--- config.mk ---
export PLATFORM = sky130hd
export DESIGN_NAME = pixel_fb_arbiter_flat
export DESIGN_NICKNAME = d
export VERILOG_FILES = /design/src/rtl/pixel_fb_pkg.sv /design/src/rtl/pixel_fb_if.sv /design/src/rtl/pix_wr_fifo.sv /design/src/rtl/pixel_fb_arbiter.sv /design/src/flat_wrapper.sv
export SDC_FILE = /design/constraint.sdc
export NUM_CORES = 1
export LEC_CHECK = 0
export ABC_AREA = 1
export BUFFER_PORTS_ARGS = -buffer_cell sky130_fd_sc_hd__buf_2
export CAP_MARGIN = 20
export CORE_MARGIN = 2
export CORE_UTILIZATION = 58
export DETAILED_ROUTE_END_ITERATION = 8
export GPL_ROUTABILITY_DRIVEN = 0
export PLACE_DENSITY = 0.85
export SYNTH_ARGS = -nofsm -noshare
export SYNTH_HDL_FRONTEND = slang
export SYNTH_HIERARCHICAL = 1
export SYNTH_SLANG_ARGS = --single-unit
--- constraint.sdc ---
create_clock -name clk -period 6.76 [get_ports clk]
set_input_delay 1.352 -clock clk [delete_from_list [all_inputs] [get_ports clk]]
set_output_delay 1.352 -clock clk [all_outputs]
set_load 0.1 [all_outputs]
--- src/rtl/pixel_fb_pkg.sv ---
`default_nettype none
// +----------------------------------------------------------------------------+
// | pixel_fb_pkg : framebuffer geometry, queued-write type, coord-to-address  |
// | Revision     : 1.0                                                         |
// +----------------------------------------------------------------------------+
package pixel_fb_pkg;

  localparam int H_RES  = 128;
  localparam int V_RES  = 64;
  localparam int X_W    = $clog2(H_RES);
  localparam int Y_W    = $clog2(V_RES);
  localparam int ADDR_W = X_W + Y_W;

  typedef struct packed {
    logic [ADDR_W-1:0] addr;
    logic              value;
  } pix_wr_t;

  function automatic logic coord_in_range(input logic [31:0] coord);
    return (coord[15:0] < 16'(H_RES)) && (coord[31:16] < 16'(V_RES));
  endfunction

  // Row-major packing: low bits of y above low bits of x.
  function automatic logic [ADDR_W-1:0] coord_to_addr(input logic [31:0] coord);
    return {coord[16 +: Y_W], coord[0 +: X_W]};
  endfunction

endpackage
`default_nettype wire

--- src/rtl/pixel_fb_if.sv ---
`default_nettype none
// +----------------------------------------------------------------------------+
// | pixel_fb_if : single-port 1-bit framebuffer RAM bus (arbiter <-> RAM)     |
// | Revision    : 1.0                                                          |
// +----------------------------------------------------------------------------+
interface pixel_fb_if;
  import pixel_fb_pkg::*;

  logic              fb_en;
  logic              fb_we;
  logic [ADDR_W-1:0] fb_addr;
  logic              fb_wdata;
  logic              fb_rdata;

  modport master (output fb_en, output fb_we, output fb_addr, output fb_wdata, input fb_rdata);
  modport slave  (input fb_en, input fb_we, input fb_addr, input fb_wdata, output fb_rdata);

endinterface
`default_nettype wire

--- src/rtl/pix_wr_fifo.sv ---
`default_nettype none
// +----------------------------------------------------------------------------+
// | pix_wr_fifo : pending pixel-write queue; tail-overwrite port present only  |
// |               when PIXEL_COALESCE_EN is defined.      Revision : 1.0       |
// +----------------------------------------------------------------------------+
module pix_wr_fifo
  import pixel_fb_pkg::*;
#(
  parameter  int DEPTH = 4,
  localparam int PTR_W = $clog2(DEPTH),
  localparam int LVL_W = PTR_W + 1
) (
  input  wire logic              clk,
  input  wire logic              rst,
  input  wire logic              push,
  input  wire pix_wr_t           push_data,
  input  wire logic              pop,
`ifdef PIXEL_COALESCE_EN
  input  wire logic              tail_wr,
  input  wire logic              tail_value,
  output      logic [ADDR_W-1:0] tail_addr,
`endif
  output      pix_wr_t           head,
  output      logic              full,
  output      logic              empty,
  output      logic [LVL_W-1:0]  level
);

  pix_wr_t          mem [DEPTH];
  logic [PTR_W-1:0] r_wr_ptr;
  logic [PTR_W-1:0] r_rd_ptr;
  logic [LVL_W-1:0] r_level;

  always_ff @(posedge clk) begin
    if (rst) begin
      r_wr_ptr <= '0;
      r_rd_ptr <= '0;
      r_level  <= '0;
    end else begin
      if (push) r_wr_ptr <= r_wr_ptr + PTR_W'(1);
      if (pop)  r_rd_ptr <= r_rd_ptr + PTR_W'(1);
      case ({push, pop})
        2'b10:   r_level <= r_level + LVL_W'(1);
        2'b01:   r_level <= r_level - LVL_W'(1);
        default: r_level <= r_level;
      endcase
    end
  end

`ifdef PIXEL_COALESCE_EN
  logic [PTR_W-1:0] w_tail_idx;
  assign w_tail_idx = r_wr_ptr - PTR_W'(1);
  assign tail_addr  = mem[w_tail_idx].addr;
`endif

  // Storage carries no reset; occupancy is defined solely by the pointers.
  always_ff @(posedge clk) begin
    if (push) mem[r_wr_ptr] <= push_data;
`ifdef PIXEL_COALESCE_EN
    if (tail_wr) mem[w_tail_idx].value <= tail_value;
`endif
  end

  assign head  = mem[r_rd_ptr];
  assign level = r_level;
  assign full  = (r_level == LVL_W'(DEPTH));
  assign empty = (r_level == '0);

endmodule
`default_nettype wire

--- src/rtl/pixel_fb_arbiter.sv ---
`default_nettype none
// +----------------------------------------------------------------------------+
// | pixel_fb_arbiter : shares the framebuffer RAM between queued CPU pixel     |
// |   writes and display reads; option macro PIXEL_COALESCE_EN. Revision 1.0   |
// +----------------------------------------------------------------------------+
module pixel_fb_arbiter
  import pixel_fb_pkg::*;
#(
  parameter  int FIFO_DEPTH   = 4,
  parameter  int STARVE_LIMIT = 8,
  localparam int LVL_W        = $clog2(FIFO_DEPTH) + 1,
  localparam int SC_W         = $clog2(STARVE_LIMIT + 1)
) (
  input  wire logic              clk,
  input  wire logic              rst,
  input  wire logic              pix_wr_en,
  input  wire logic [31:0]       pix_coord,
  input  wire logic              pix_value,
  output      logic              cpu_stall,
  input  wire logic              disp_rd_req,
  input  wire logic [ADDR_W-1:0] disp_rd_addr,
  output      logic              disp_rd_gnt,
  output      logic              disp_rd_valid,
  output      logic              disp_rd_data,
  pixel_fb_if.master             fb,
  output      logic [LVL_W-1:0]  fifo_level,
  output      logic [7:0]        drop_cnt
);

  pix_wr_t          w_new;
  pix_wr_t          w_head;
  logic             w_full;
  logic             w_empty;
  logic             w_wr_ok;
  logic             w_drop;
  logic             w_force;
  logic             w_pop;
  logic             w_push;
  logic             w_coalesce;
  logic [SC_W-1:0]  r_starve;
  logic [7:0]       r_drop;
  logic             r_rd_valid;

  assign w_new = '{addr: coord_to_addr(pix_coord), value: pix_value};

`ifdef PIXEL_COALESCE_EN
  logic [ADDR_W-1:0] w_tail_addr;
`endif

  pix_wr_fifo #(.DEPTH(FIFO_DEPTH)) u_fifo (
    .clk        (clk),
    .rst        (rst),
    .push       (w_push),
    .push_data  (w_new),
    .pop        (w_pop),
`ifdef PIXEL_COALESCE_EN
    .tail_wr    (w_coalesce),
    .tail_value (pix_value),
    .tail_addr  (w_tail_addr),
`endif
    .head       (w_head),
    .full       (w_full),
    .empty      (w_empty),
    .level      (fifo_level)
  );

  // Every combinational output is forced low while rst is asserted.
  always_comb begin
    w_wr_ok     = !rst && pix_wr_en && coord_in_range(pix_coord);
    w_drop      = !rst && pix_wr_en && !coord_in_range(pix_coord);
    w_force     = (r_starve == SC_W'(STARVE_LIMIT)) && !w_empty;
    disp_rd_gnt = !rst && disp_rd_req && !w_force;
    w_pop       = !rst && !disp_rd_gnt && !w_empty;
`ifdef PIXEL_COALESCE_EN
    // Merge into the tail unless that entry is leaving the queue right now.
    w_coalesce  = w_wr_ok && !w_empty && (w_tail_addr == w_new.addr) &&
                  !(w_pop && (fifo_level == LVL_W'(1)));
`else
    w_coalesce  = 1'b0;
`endif
    w_push      = w_wr_ok && !w_coalesce && (!w_full || w_pop);
    cpu_stall   = w_wr_ok && !w_coalesce && w_full && !w_pop;

    fb.fb_en    = 1'b0;
    fb.fb_we    = 1'b0;
    fb.fb_addr  = '0;
    fb.fb_wdata = 1'b0;
    if (disp_rd_gnt) begin
      fb.fb_en   = 1'b1;
      fb.fb_addr = disp_rd_addr;
    end else if (w_pop) begin
      fb.fb_en    = 1'b1;
      fb.fb_we    = 1'b1;
      fb.fb_addr  = w_head.addr;
      fb.fb_wdata = w_head.value;
    end
  end

  always_ff @(posedge clk) begin
    if (rst) begin
      r_starve   <= '0;
      r_drop     <= '0;
      r_rd_valid <= 1'b0;
    end else begin
      r_rd_valid <= disp_rd_gnt;
      if (w_pop)
        r_starve <= '0;
      else if (disp_rd_gnt && !w_empty && (r_starve != SC_W'(STARVE_LIMIT)))
        r_starve <= r_starve + SC_W'(1);
      if (w_drop && (r_drop != 8'hFF))
        r_drop <= r_drop + 8'd1;
    end
  end

  // RAM output is already registered; it is qualified by the delayed grant.
  assign disp_rd_valid = r_rd_valid;
  assign disp_rd_data  = r_rd_valid & fb.fb_rdata;
  assign drop_cnt      = r_drop;

endmodule
`default_nettype wire

--- src/flat_wrapper.sv ---
// flat-port wrapper written by rule: the top's interface ports become plain ports
module pixel_fb_arbiter_flat import pixel_fb_pkg::*;
#(
  parameter  int FIFO_DEPTH   = 4,
  parameter  int STARVE_LIMIT = 8,
  localparam int LVL_W        = $clog2(FIFO_DEPTH) + 1,
  localparam int SC_W         = $clog2(STARVE_LIMIT + 1)
)
  (clk, rst, pix_wr_en, pix_coord, pix_value, cpu_stall, disp_rd_req, disp_rd_addr, disp_rd_gnt, disp_rd_valid, disp_rd_data, fifo_level, drop_cnt, fb_fb_en, fb_fb_we, fb_fb_addr, fb_fb_wdata, fb_fb_rdata);
  pixel_fb_if fb_i ();
  input  wire logic clk;
  input  wire logic rst;
  input  wire logic pix_wr_en;
  input  wire logic [31:0] pix_coord;
  input  wire logic pix_value;
  output      logic cpu_stall;
  input  wire logic disp_rd_req;
  input  wire logic [ADDR_W-1:0] disp_rd_addr;
  output      logic disp_rd_gnt;
  output      logic disp_rd_valid;
  output      logic disp_rd_data;
  output      logic [LVL_W-1:0] fifo_level;
  output      logic [7:0] drop_cnt;
  output wire logic [$bits(fb_i.fb_en)-1:0] fb_fb_en;
  output wire logic [$bits(fb_i.fb_we)-1:0] fb_fb_we;
  output wire logic [$bits(fb_i.fb_addr)-1:0] fb_fb_addr;
  output wire logic [$bits(fb_i.fb_wdata)-1:0] fb_fb_wdata;
  input wire logic [$bits(fb_i.fb_rdata)-1:0] fb_fb_rdata;
  assign fb_fb_en = fb_i.fb_en;
  assign fb_fb_we = fb_i.fb_we;
  assign fb_fb_addr = fb_i.fb_addr;
  assign fb_fb_wdata = fb_i.fb_wdata;
  assign fb_i.fb_rdata = fb_fb_rdata;
  pixel_fb_arbiter #(.FIFO_DEPTH(FIFO_DEPTH), .STARVE_LIMIT(STARVE_LIMIT)) u_core (.clk(clk), .rst(rst), .pix_wr_en(pix_wr_en), .pix_coord(pix_coord), .pix_value(pix_value), .cpu_stall(cpu_stall), .disp_rd_req(disp_rd_req), .disp_rd_addr(disp_rd_addr), .disp_rd_gnt(disp_rd_gnt), .disp_rd_valid(disp_rd_valid), .disp_rd_data(disp_rd_data), .fb(fb_i), .fifo_level(fifo_level), .drop_cnt(drop_cnt));
endmodule
-- Yosys cells after proc, flatten, opt, wreduce, memory -nomap -nowiden
Memories as Yosys holds them, arrays and structs flattened. A register that Yosys moved wholly into a read port is not among the register bits.
Cells that the tools add are included.
W data, S select, Z words.
- bits in registers: 20
- latch bits: 0
- bits in writable memories: 56
- ROM bits: 0
- input port bits: 51
- memories: 1
- memories (name ; words ; width ; read ports ; clocked after memory_dff ; write ports ; RTL line ; RTL):
    u_core.u_fifo.mem ; 4 ; 14 ; 1 ; 1 ; 1 ; pix_wr_fifo.sv:29 ; pix_wr_t mem [DEPTH];
- add/subtract/negate cells: 6
- multipliers: 0
- div/mod/pow operators: 0
- $lt $le $gt $ge: 2
- eq/ne operators: 6
- shift-type cells: 0
- mux-type cells: 12
- bitwise gates (word level): 1
- reductions and logical operators: 26
- operators by type and width (operator ; count):
    $mux W13 ; 2
    $lt A16 B7 Y1 const B ; 1
    $lt A16 B8 Y1 const B ; 1
    $logic_and A1 B1 Y1 ; 15
    $add A8 B1 Y8 const B ; 1
    $ne A8 B8 Y1 const B ; 1
    $logic_not A1 Y1 ; 7
    $mux W1 ; 7
    $pmux W3 S2 ; 1
    $add A2 B1 Y2 const B ; 2
    $add A4 B1 Y4 const B ; 1
    $eq A4 B4 Y1 const B ; 1
    $mux W2 ; 2
    $ne A4 B4 Y1 const B ; 1
    $add A3 B1 Y3 const B ; 1
    $eq A3 B3 Y1 const B ; 1
    $logic_not A3 Y1 ; 1
    $sub A3 B1 Y3 const B ; 1
    $eq A2 B1 Y1 const B ; 1
    $eq A2 B2 Y1 const B ; 1
    $reduce_bool A2 Y1 ; 1
    $reduce_or A2 Y1 ; 1
    $and A1 B1 Y1 ; 1
    $logic_or A1 B1 Y1 ; 1

-- Logic depth before layout (Yosys ltp)
Gate-level depths: netlist of run 1.
- depth in word-level cells: 12
- mapped depth: 16
- gate-level depth less buffers: 16

-- By module
The synthesis of run 1 kept the hierarchy.
- by module, submodules not included (module ; instances ; cells an instance ; area each (µm²) ; sequential area each (µm²)):
    pix_wr_fifo ; 1 ; 193 ; 2536.2 ; 1861.8
    pixel_fb_arbiter ; 1 ; 153 ; 1011.0 ; 260.2

-- Worst setup path before layout of run 1
OpenSTA, ideal clock, no wires.
- path type: input -> output
- start point: input pix_coord[13]
- end point: output cpu_stall
- arrival time: 3296 ps
- data required time: 5408 ps
- path slack: 2112 ps
- stages on the path: 6
- path buffers: 0
- path through: nor2_1 nand2_1 nor2_1 nand3_4 or2_1 nor2_1
- cells in the longest elaborated chain, start to end: 5
- ends and longest elaborated chain (item ; RTL line ; RTL):
    from (decl) ; flat_wrapper.sv:14 ; input wire logic [31:0] pix_coord;
    $lt A16 B8 Y1 ; pixel_fb_pkg.sv:20 ; return (coord[15:0] < 16'(H_RES)) && (coord[31:16] < 16'(V_RES));
    $logic_and A1 B1 Y1 ; pixel_fb_pkg.sv:20 ;
    $logic_and A1 B1 Y1 ; pixel_fb_arbiter.sv:69 ; w_wr_ok = !rst && pix_wr_en && coord_in_range(pix_coord);
    $logic_and A1 B1 Y1 (2 in series) ; pixel_fb_arbiter.sv:82 ; cpu_stall = w_wr_ok && !w_coalesce && w_full && !w_pop;
    to (decl) ; flat_wrapper.sv:16 ; output logic cpu_stall;
No other way between the ends.

-- Final worst setup path of run 1
- start point: input rst
- end point: output fb_fb_addr[6]
- cells in the longest elaborated chain, start to end: 8
- ends and longest elaborated chain (item ; RTL line ; RTL):
    from (decl) ; flat_wrapper.sv:12 ; input wire logic rst;
    $logic_not A1 Y1 (*) ; pixel_fb_arbiter.sv:72, pixel_fb_arbiter.sv:73 ;
    $logic_and A1 B1 Y1 (2 in series) ; pixel_fb_arbiter.sv:72 ; disp_rd_gnt = !rst && disp_rd_req && !w_force;
    $logic_not A1 Y1 ; pixel_fb_arbiter.sv:73 ; w_pop = !rst && !disp_rd_gnt && !w_empty;
    $logic_and A1 B1 Y1 (2 in series) ; pixel_fb_arbiter.sv:73 ;
    $mux W13 ; pixel_fb_arbiter.sv:91 ; end else if (w_pop) begin
    $mux W13 (*) ; pixel_fb_arbiter.sv:88 ; if (disp_rd_gnt) begin
    to (decl) ; flat_wrapper.sv:26 ; output wire logic [$bits(fb_i.fb_addr)-1:0] fb_fb_addr;
Every way passes the cells marked *; elsewhere a longest branch is shown, timed or not.

==> impl_results.md, run 1 <==
* GRT Total Usage at 0.229
* Drt pass-1 iters at 6
* Synthesis-to-layout area growth at 17.3%
* Boundary Pins at 82
* R2R Setup Slk at 4260 ps
* Initial DRC count at ~250
* RSZ-0062 raised after global routing: false
* Clock Latency Late Sink at approximately 340 ps
* Largest delay share family, worst path: buffers and inverters
* Core ar. at 5920 µm²
* Synth cell count leaders: edfxtp_1 (56), nor2_1 (55), nand2_1 (50)
* Yosys top cell area share at 0.474
* Count of input and output buffers at just over 80
* Remaining antenna violation count after routing at 0
* Hold Path Class: flop to flop
* CP arrival at about 2800 ps
* WL met3 at roughly 600 µm
* Status: finished, final reports clean
* Sequential cell area fraction in the yosys report at 0.598
* Root Buffer: clkbuf_8
* Die width at ~82 µm
* Die height at 82.2 µm
* CTS tree: built
* CTS buffer count at 9
* Count of final setup violators at 0
* Layout cell share with drive strength beyond 1 at 0.247
* Max Freq at between 200 and 250 MHz
* Initial Util at 0.599
* Clock skew at between 8 and 9 ps
* Reg-to-reg startpoint: u_core/r_starve[0]$_SDFFE_PP0P_
* Async SR Flop Fraction at 0
* Worst-margin pin slew at between 900 and 1000 ps
* Max Root-Sink Buffers at 2
* Sink Count at between 70 and 80
* Top-count cell post-synth: edfxtp_1
* Final layout net count at slightly below 500
* Final hold vios at 0
* VDD IR max at around 0.00013 V
* Total die area at approximately 6800 µm²
* First-pass GRT wire length at roughly 12000 µm
* Number of global-route vias before repair at roughly 2500
* Reg2reg path depth at 11
* Largest net degree at the start of global routing at 30
* Clock-pin slew on the worst setup and hold paths at approximately 80 ps
* Routed vias at ~2800
* Slew margin rel. at 0.352
* CP bufs+invs at 4
* Row count at 28
* CP Capture Type: primary output
* CP Class: input pin to primary output
* Critical path launch point type: input pin
* CP Depth at 6
* Total grt overflow at 0
* Cell area after synthesis at roughly 3500 µm²
* Number of distinct library cells after synthesis at 32
* Post-cts sizing count at 0
* Top cells by area, synth: edfxtp_1 (47%), dfxtp_1 (12%), nor2_1 (5.8%)
* Most used DFF post-synth: edfxtp_1
* CP max-delay cell: inv_1
* Hold_buf cts at 0
* Max-slew violations at 0
* Total wire length at between 7000 and 8000 µm
* FF-to-FF End: u_core/u_fifo/level[1]$_SDFFE_PP0P_
* Post-synth EDFFs at 56
* Crit path cell chain: buf_2, inv_2, nand3_1, inv_1, a22o_1, buf_2
* Average cell area after synthesis at roughly 10 µm²
* Met1 wire length at roughly 3000 µm
* Vias/cell at 5.50
* Diode count at 0
* Synth Register Bits at 78
* Worst setup path endpoint: fb_fb_addr[6]
* Max Cap Violations at 0
* Final period utilization at 0.616
* Crit-path most repeated cell: buf_2
* Post-DR wirelength/cell at approximately 15 µm
* Uppermost layer routed: met4
* Critical Path Max Stage Delay at 420 ps
* Post-DP HPWL at just over 5000 µm
* Post-layout min period at around 4200 ps
* Pleak at roughly 1.8 nW
* Total power draw at between 0.9 and 1 mW
* Yosys warnings at 6
* Post-synth top area cell: edfxtp_1
* H-tree levels at 3
* # Post-CTS Setup Buffers at 0
* Worst endpoint required time at between 5000 and 6000 ps
* WL met2 at between 3000 and 4000 µm
* PwrDens at approximately 230 nW/µm²
* Synth Instances at 346
* TNS Setup at 0 ps
* Drt drc at 0
* Syn Nets at roughly 410
* CP max FO at 14
* Initial antenna violation count at 0
* Origin of the worst setup path: rst
==> worst reg2reg max path: stages, from the launching register on <==
cell and delay [ps]:
dfxtp_1 350, inv_1 80, ha_1 140, nand2_1 80, o21ai_2 180, nand2_4 120, a21oi_1 400, inv_1 170
ha_1 250, inv_1 90, fa_1 410, a21oi_1 150
==> flip-flops by register name, indices dropped and copies added, names as in the netlist, named ones only <==
register,count
u_core/disp_rd_valid,1
u_core/drop_cnt,8
u_core/r_starve,4
u_core/u_fifo/level,3
u_core/u_fifo/mem,56
u_core/u_fifo/r_rd_ptr,2
u_core/u_fifo/r_wr_ptr,2
==> worst min-delay path by stage <==
stage	to	cells after the start	start
after detailed placement	flop	1	u_core/u_fifo/r_rd_ptr[1]$_SDFFE_PP0P_
after global routing	flop	1	u_core/u_fifo/r_rd_ptr[1]$_SDFFE_PP0P_
final	u_core/u_fifo/r_rd_ptr[1]$_SDFFE_PP0P_	1	u_core/u_fifo/r_rd_ptr[1]$_SDFFE_PP0P_
after global placement	u_core/u_fifo/r_rd_ptr[1]$_SDFFE_PP0P_	1	u_core/u_fifo/r_rd_ptr[1]$_SDFFE_PP0P_
after floorplan	flop	1	u_core/u_fifo/r_rd_ptr[1]$_SDFFE_PP0P_
after CTS	u_core/u_fifo/r_rd_ptr[1]$_SDFFE_PP0P_	1	u_core/u_fifo/r_rd_ptr[1]$_SDFFE_PP0P_
==> kinds of logic after synthesis <==
logic type	after synthesis	share of synthesized area
AO/OA/AOI/OAI	80	0.136
XOR/XNOR	5	0.0123
adder cells (fa/ha/maj)	9	0.0339
buffers and inverters	45	0.0638
flip-flops	78	0.598
AND/OR/NAND/NOR	129	0.156
==> layout make-up <==
cell class,count,area (µm²)
multi-input combinational,223,1200
clock buffer,13,160
sequential,78,2120
clock inverter,3,42.5
fill,426,1760
tap,75,93.8
timing repair buffer,81,405
inverter,36,138
==> power breakdown <==
part	switching [mW]	internal, mW
Combinational	0.0576	0.0194
Clock	0.159	0.193
Sequential	0.00141	0.512
==> per-layer routing <==
| metal | vias to the layer above | track usage |
|---|---|---|
| met2 | 104 | 0.398 |
| met5 | - | 0 |
| li1 | 1358 | - |
| met3 | 8 | 0.0424 |
| met1 | 1327 | 0.283 |
| met4 | 0 | 0.0867 |
==> metrics by stage <==
| step | hold WS, ps | std cells | setup WS, ps | area (µm²) | utilization |
|---|---|---|---|---|---|
| after CTS | 467 | 509 | 2600 | 4160 | 0.703 |
| after detailed placement | 448 | 493 | 2610 | 3960 | 0.668 |
| after global placement | 428 | 493 | 2660 | 3960 | 0.668 |
| after floorplan | 412 | 346 | 2110 | 3550 | - |
| final | 475 | 509 | 2600 | 4160 | 0.703 |
| after global routing | 504 | 509 | 2430 | 4160 | 0.703 |
==> cell usage in the layout, fill, tap and decap left out <==
cell type / netlist / routed
buf_2: 0 / 81
edfxtp_1: 56 / 56
nor2_1: 55 / 55
nand2_1: 50 / 50
inv_1: 30 / 30
o21ai_0: 29 / 29
dfxtp_1: 22 / 22
a21oi_1: 16 / 16
o22ai_1: 14 / 14
a22o_1: 13 / 13
nand3_1: 11 / 11
clkbuf_8: 0 / 9
ha_1: 8 / 8
o21ai_1: 6 / 6
inv_2: 5 / 5
clkbuf_1: 0 / 3
xor2_1: 3 / 3
nand3b_1: 3 / 3
nand2_4: 2 / 2
xnor2_1: 2 / 2
nor3_1: 2 / 2
clkinvlp_4: 0 / 1
clkinv_2: 0 / 1
bufinv_16: 0 / 1
clkbuf_16: 0 / 1
o21ai_2: 1 / 1
nand2_2: 1 / 1
inv_4: 1 / 1
and2_0: 1 / 1
nand3_4: 1 / 1
or2_1: 1 / 1
nor2_2: 1 / 1
a21oi_4: 1 / 1
nand4_1: 1 / 1
fa_1: 1 / 1
(Power assumes the default switching activity.)
==> run 2: changes to the inputs <==
CORE_UTILIZATION = 54   (was 58)
PLACE_DENSITY = 0.8   (was 0.85)
clock period = 4.3 ns   (was 6.76 ns; I/O delays follow)
==> run 2 against run 1 <==
Non-clock buffer count unchanged. Via count is 3.3% lower. Die area up 7.0%. Total power grew 55%. Register-to-register slack got worse by 2300 ps. Final area is essentially flat. Global-route usage is 1.8 points lower. Largest power group unchanged.
==> impl_results.md, run 2 (synthesis results as in run 1) <==
* CP Class: flop to primary output (was input pin to primary output)
* Switch Pwr at 0.358 mW (was 0.218 mW)
* Row count at 29 (was 28)
* PwrDens at 352 nW/µm² (was 226 nW/µm²)
* Hold_buf cts at 0 (unchanged)
* Post-DR wirelength/cell at 14.3 µm (was 14.8 µm)
* Max Root-Sink Buffers at 2 (unchanged)
* Boundary Pins at 82 (unchanged)
* Total wire length at 7310 µm (was 7510 µm)
* Core ar. at 6350 µm² (was 5920 µm²)
* Clock skew at 6.00 ps (was 8.88 ps)
* Die width at 85.1 µm (was 82.2 µm)
* Max Cap Violations at 0 (unchanged)
* CTS tree: built (unchanged)
* CTS buffer count at 9 (unchanged)
* Slew margin rel. at 0.353 (was 0.352)
* Final period utilization at 0.826
* Die height at 85.1 µm (was 82.2 µm)
* First-pass GRT wire length at 11900 µm (was 11500 µm)
* Max Freq at 281 MHz
* Worst-margin pin slew at 969 ps (was 970 ps)
* # Post-CTS Setup Buffers at 0 (unchanged)
* Biggest register: u_core/u_fifo/mem (unchanged)
* Register share of total power at 0.552 (was 0.545)
* Total power draw at 1.46 mW (was 0.942 mW)
* Max reg flops at 56 (unchanged)
* Largest net degree at the start of global routing at 30 (unchanged)
* Combinational share of power at 0.083 (was 0.082)
* Most frequent cells in the layout: buf_2 (81), edfxtp_1 (56), nor2_1 (55) (unchanged)
* Initial DRC count at 114 (was 249)
* Initial antenna violation count at 0 (unchanged)
* Post-layout min period at 3550 ps
* Drt drc at 0 (unchanged)
* Status: finished, final reports clean (unchanged)
* Sink Count at 78 (unchanged)
* Setup ws final at 747 ps (was 2600 ps)
* Initial Util at 0.559 (was 0.599)
* Pint at 1.10 mW (was 0.724 mW)
* Clock power frac at 0.365 (was 0.373)
* CP arrival at 2690 ps (was 2810 ps)
* Hold Worst Slack at 479 ps (was 475 ps)
* GRT Total Usage at 0.211 (was 0.229)
* Worst endpoint required time at 3440 ps (was 5410 ps)
* Critical path launch point type: flop (was input pin)
* Sw frac at 0.245 (was 0.231)
* Count of final setup violators at 0 (unchanged)
* TNS Setup at 0 ps (unchanged)
* Layout cell share with drive strength beyond 1 at 0.251 (was 0.247)
* Synthesis-to-layout area growth at 17.2% (was 17.3%)
* Most common cell after layout, fill and taps aside: buf_2 (unchanged)
* Final layout net count at 489 (unchanged)
* Number of global-route vias before repair at 2654 (was 2512)
* Routed vias at 2705 (was 2797)
* Post-cts sizing count at 0 (unchanged)
* Total die area at 7230 µm² (was 6760 µm²)
* Remaining antenna violation count after routing at 0 (unchanged)
* Clock-pin slew on the worst setup and hold paths at 80 ps (about the same)
* Count of input and output buffers at 81 (unchanged)
* RSZ-0062 raised after global routing: false (unchanged)
* Post-DP HPWL at 5030 µm (was 5040 µm)
* Hold Path Class: flop to flop (unchanged)
* Vias/cell at 5.29 (was 5.50)
* Max-slew violations at 0 (unchanged)
* CP Capture Type: primary output (unchanged)
* Total grt overflow at 0 (unchanged)
* Pleak at 1.77 nW (about the same)
* VDD IR max at 0.000196 V (was 0.000132 V)
* Final hold vios at 0 (unchanged)
* DP Worst Slack at 1040 ps (was 2610 ps)
* Clock Latency Late Sink at 340 ps (about the same)
* Drt pass-1 iters at 4 (was 6)
* CP max FO at 29 (was 14)
* Diode count at 0 (unchanged)
* H-tree levels at 3 (unchanged)
* Root Buffer: clkbuf_8 (unchanged)
==> run 2: cell count changes in the layout (fill, tap and decap cells not counted), sizes merged <==
cell    previous run  this run
inv               36        37
clkbuf            13         9
clkinv             1         4
==> run 2: worst max-delay path, stage by stage, from the launching register on <==
cell,delay [ps]
dfxtp_1,960
inv_2,420
o21ai_0,320
o22ai_1,100
a22o_1,240
buf_2,290
==> run 2: layout make-up <==
cell class	count	area [µm²]
well taps	77	96.3
flip-flops and latches	78	2120
fillers	497	2190
repair buffers	81	405
clock inverters	7	72.6
clock buffers	9	124
inverters	36	138
multi-input cells	223	1200
==> run 2: worst paths after layout <==
path,start,endpoint,slack (ps),depth (start not counted)
worst max-delay path,flop,fb_fb_addr[7],750,5
worst min register to register,u_core/u_fifo/r_rd_ptr[1]$_SDFFE_PP0P_,flop,480,1
worst min-delay path,u_core/u_fifo/r_rd_ptr[1]$_SDFFE_PP0P_,flop,480,1
worst max register to register,u_core/r_starve[0]$_SDFFE_PP0P_,u_core/u_fifo/level[1]$_SDFFE_PP0P_,1940,11
==> run 2: per-stage QoR <==
| stage | cells | cell area [µm²] | utilization |
|---|---|---|---|
| 4_1_cts | 511 | 4160 | 0.655 |
| 5_1_grt | 511 | 4160 | 0.655 |
| 2_1_floorplan | 346 | 3550 | - |
| 6_report | 511 | 4160 | 0.655 |
| 3_5_place_dp | 495 | 3960 | 0.624 |
| 3_3_place_gp | 495 | 3960 | 0.624 |
==> run 2: power groups by stage <==
stage	sequential [mW]	combinational (mW)	clock (mW)
floorplan	0.838	0.0665	0
global placement	0.824	0.119	0
detailed placement	0.824	0.121	0
CTS	0.807	0.122	0.546
global route	0.807	0.129	0.573
finish	0.807	0.121	0.534
==> run 2: per-layer routing <==
layer / vias up / wire [µm] / GRT usage / part of all wire
li1: 1355 / - / - / -
met3: 24 / 363 / 0.0457 / 0.050
met5: - / 0 / 0 / 0
met2: 72 / 3660 / 0.359 / 0.50
met1: 1254 / 3100 / 0.252 / 0.42
met4: 0 / 191 / 0.110 / 0.026
==> run 3: changes to the inputs <==
ABC_AREA = 0   (was 1)
CORE_UTILIZATION = 53   (was 54)
PLACE_DENSITY = 0.79   (was 0.8)
clock period = 3.3 ns   (was 4.3 ns; I/O delays follow)
==> run 3 against run 2 <==
First-iteration DRC count up 3.5%. Wire length is 5.0% lower. Combinational power is 86% higher. Synthesized cell count down 36%. Core utilization rose by 6.9 points. Cell count down 22%.
==> impl_results.md, run 3 <==
* Most frequent cells in the layout: buf_2 (65), edfxtp_1 (56), dfxtp_1 (22) (was buf_2 (81), edfxtp_1 (56), nor2_1 (55))
* Clock Latency Late Sink at 350 ps (was 340 ps)
* Finished layout cell area at 4360 µm² (was 4160 µm²)
* Drt pass-1 iters at 4 (unchanged)
* Core ar. at 6030 µm² (was 6350 µm²)
* Routed vias at 2254 (was 2705)
* Status: finished, final reports clean (unchanged)
* FF-to-FF End: u_core/u_fifo/level[2]$_SDFFE_PP0P_ (was u_core/u_fifo/level[1]$_SDFFE_PP0P_)
* Die height at 83.6 µm (was 85.1 µm)
* # Post-CTS Setup Buffers at 0 (unchanged)
* CP max FO at 16 (was 29)
* Boundary Pins at 82 (unchanged)
* Largest net degree at the start of global routing at 17 (was 30)
* Hold Path Class: flop to flop (unchanged)
* Post-synth top area cell: edfxtp_1 (unchanged)
* Synthesis-to-layout area growth at 30.0% (was 17.2%)
* Diode count at 0 (unchanged)
* Core Util, Final at 0.724 (was 0.655)
* Count of input and output buffers at 81 (unchanged)
* Placed insts at 381 (was 495)
* Top-count cell post-synth: edfxtp_1 (unchanged)
* Pleak at 1.61 nW (was 1.77 nW)
* Sequential cell area fraction in the yosys report at 0.632 (was 0.598)
* Count of final setup violators at 0 (unchanged)
* Hold Worst Slack at 498 ps (was 479 ps)
* Syn Nets at 282 (was 406)
* Area after DPL at 4160 µm² (was 3960 µm²)
* Vias/cell at 5.68 (was 5.29)
* Post-DP HPWL at 4890 µm (was 5030 µm)
* Crit path cell chain: inv_1, ha_1, nand2_1, o21ai_2, nor3b_2, buf_4, a22o_1, buf_12 (was inv_2, o21ai_0, o22ai_1, a22o_1, buf_2)
* Clock skew at 7.01 ps (was 6.00 ps)
* First-pass GRT wire length at 11600 µm (was 11900 µm)
* CP max-delay cell: nor3b_2 (was dfxtp_1)
* Post-cts sizing count at 0 (unchanged)
* RSZ-0062 raised after global routing: false (unchanged)
* Max reg flops at 56 (unchanged)
* Total die area at 6980 µm² (was 7230 µm²)
* Fin cells at 397 (was 511)
* Total wire length at 6950 µm (was 7310 µm)
* Max Root-Sink Buffers at 2 (unchanged)
* Post-DR wirelength/cell at 17.5 µm (was 14.3 µm)
* Worst-margin pin slew at 657 ps (was 969 ps)
* Critical path launch point type: flop (unchanged)
* Top cells by area, synth: edfxtp_1 (50%), dfxtp_1 (13%), mux4_2 (6.7%) (was edfxtp_1 (47%), dfxtp_1 (12%), nor2_1 (5.8%))
* Final period utilization at 0.930
* Initial antenna violation count at 0 (unchanged)
* CTS buffer count at 9 (unchanged)
* PwrDens at 459 nW/µm² (was 352 nW/µm²)
* CP Capture Type: primary output (unchanged)
* Reg2reg path depth at 14 (was 11)
* Average cell area after synthesis at 15.1 µm² (was 10.3 µm²)
* GRT Total Usage at 0.215 (was 0.211)
* Remaining antenna violation count after routing at 0 (unchanged)
* Root Buffer: clkbuf_8 (unchanged)
* Async SR Flop Fraction at 0 (unchanged)
* Drt drc at 0 (unchanged)
* Max-slew violations at 0 (unchanged)
* Number of distinct library cells after synthesis at 42 (was 32)
* Initial DRC count at 118 (was 114)
* Synth cell count leaders: edfxtp_1 (56), dfxtp_1 (22), a22o_1 (13), nor2_1 (13), a21oi_1 (12) (was edfxtp_1 (56), nor2_1 (55), nand2_1 (50))
* H-tree levels at 3 (unchanged)
* Row count at 28 (was 29)
* Clock-pin slew on the worst setup and hold paths at 80 ps (about the same)
* Most common cell after layout, fill and taps aside: buf_2 (unchanged)
* Post-layout min period at a little over 3000 ps
* CTS tree: built (unchanged)
* Cell area after synthesis at 3360 µm² (was 3550 µm²)
* Die width at 83.6 µm (was 85.1 µm)
* Worst endpoint required time at 2640 ps (was 3440 ps)
* Final layout net count at 377 (was 489)
* Hold Path Sink: u_core/r_starve[3]$_SDFFE_PP0P_
* Max Freq at approximately 330 MHz
* Max Cap Violations at 0 (unchanged)
* Hold_buf cts at 0 (unchanged)
* VDD IR max at 0.000453 V (was 0.000196 V)
* Synth Instances at 222 (was 346)
* Yosys warnings at 6 (unchanged)
* Sink Count at 78 (unchanged)
* Post-synth EDFFs at 56 (unchanged)
* Slew margin rel. at 0.561 (was 0.353)
* Yosys top cell area share at 0.501 (was 0.474)
* CP Class: flop to primary output (unchanged)
* Number of global-route vias before repair at 2263 (was 2654)
* Total grt overflow at 0 (unchanged)
* Initial Util at 0.557 (was 0.559)
* Biggest register: u_core/u_fifo/mem (unchanged)
* WHS Path Cells at 2 (was 1)
* Critical Path Max Stage Delay at 420 ps (was 960 ps)
* Hold Crit Start: u_core/r_starve[3]$_SDFFE_PP0P_ (was u_core/u_fifo/r_rd_ptr[1]$_SDFFE_PP0P_)
* TNS Setup at 0 ps (unchanged)
* Final hold vios at 0 (unchanged)
* Synth Register Bits at 78 (unchanged)
* R2R Setup Slk at 460 ps (was 1940 ps)
* Most used DFF post-synth: edfxtp_1 (unchanged)
* CP arrival at 2410 ps (was 2690 ps)
* Layout cell share with drive strength beyond 1 at 0.432 (was 0.251)
* Reg-to-reg startpoint: u_core/r_starve[0]$_SDFFE_PP0P_ (unchanged)
run 3: cell types whose count changed in the layout (fill, tap and decap cells not counted), moves of 6 or more:
| cell | previous run | this run |
|---|---|---|
| and2_1 | 0 | 6 |
| nor2_1 | 55 | 13 |
| inv_1 | 30 | 11 |
| buf_12 | 0 | 16 |
| buf_4 | 0 | 12 |
| mux4_2 | 0 | 10 |
| o22ai_1 | 14 | 0 |
| o21ai_0 | 29 | 4 |
| a22o_1 | 13 | 4 |
| nand2_1 | 50 | 7 |
| o21ai_1 | 6 | 0 |
| buf_2 | 81 | 65 |
| a22o_2 | 0 | 9 |
| nand3_1 | 11 | 4 |
run 3: how the worst max path moves through the flow:
stage	start	endpoint	slack, ps	cells after the start
3_3_place_gp	pix_coord[12]	u_core/u_fifo/level[2]$_SDFFE_PP0P_	290	12
6_report	u_core/r_starve[0]$_SDFFE_PP0P_	fb_fb_addr[12]	230	8
3_5_place_dp	pix_coord[12]	u_core/u_fifo/level[2]$_SDFFE_PP0P_	170	12
5_1_grt	u_core/r_starve[0]$_SDFFE_PP0P_	fb_fb_addr[2]	80	8
4_1_cts	u_core/r_starve[0]$_SDFFE_PP0P_	fb_fb_addr[12]	210	8
2_1_floorplan	u_core/u_fifo/level[1]$_SDFFE_PP0P_	fb_fb_wdata	-60	4
run 3: final cells by class:
class	instances	area (µm²)
Clock buffer	9	124
Clock inverter	7	78.8
Fill cell	398	1660
Inverter	11	41.3
Multi-Input combinational cell	124	1170
Sequential cell	78	2120
Tap cell	75	93.8
Timing Repair Buffer	93	736
run 3: report_power, final:
group / leakage (nW) / internal, mW / switching, mW
clock: 0.105 / 0.358 / 0.367
combinational: 0.827 / 0.0778 / 0.147
sequential: 0.681 / 1.05 / 0.00238
total: 1.61 / 1.48 / 0.516
run 3: logic make-up after synthesis:
family,after synthesis,share of synthesized area
flops,78,0.632
simple gates,54,0.0936
compound gates,38,0.0828
buf+inv,20,0.0324
mux,17,0.107
fa+ha+maj,9,0.0358
xor+xnor,6,0.0157
run 3: critical path, delay by kind of cell, from the launching register on:
family,cells,cell delay [ps]
AO/OA/AOI/OAI,2,510
adder cells (fa/ha/maj),1,140
buffers and inverters,3,570
flip-flops,1,360
AND/OR/NAND/NOR,2,480
run 3: metal layers:
metal / part of all wire / routed length, µm / up-vias / track usage
met4: 0.017 / 119 / 0 / 0.0836
met1: 0.41 / 2880 / 1100 / 0.286
li1: - / - / 1065 / -
met2: 0.50 / 3510 / 80 / 0.347
met5: 0 / 0 / - / 0
met3: 0.063 / 441 / 9 / 0.0485
run 3: through the flow:
| step | setup WS, ps | power [mW] |
|---|---|---|
| 2_1_floorplan | -56.8 | 1.20 |
| 3_3_place_gp | 293 | 1.29 |
| 6_report | 231 | 2.00 |
| 4_1_cts | 214 | 2.01 |
| 5_1_grt | 81.0 | 2.06 |
| 3_5_place_dp | 174 | 1.30 |
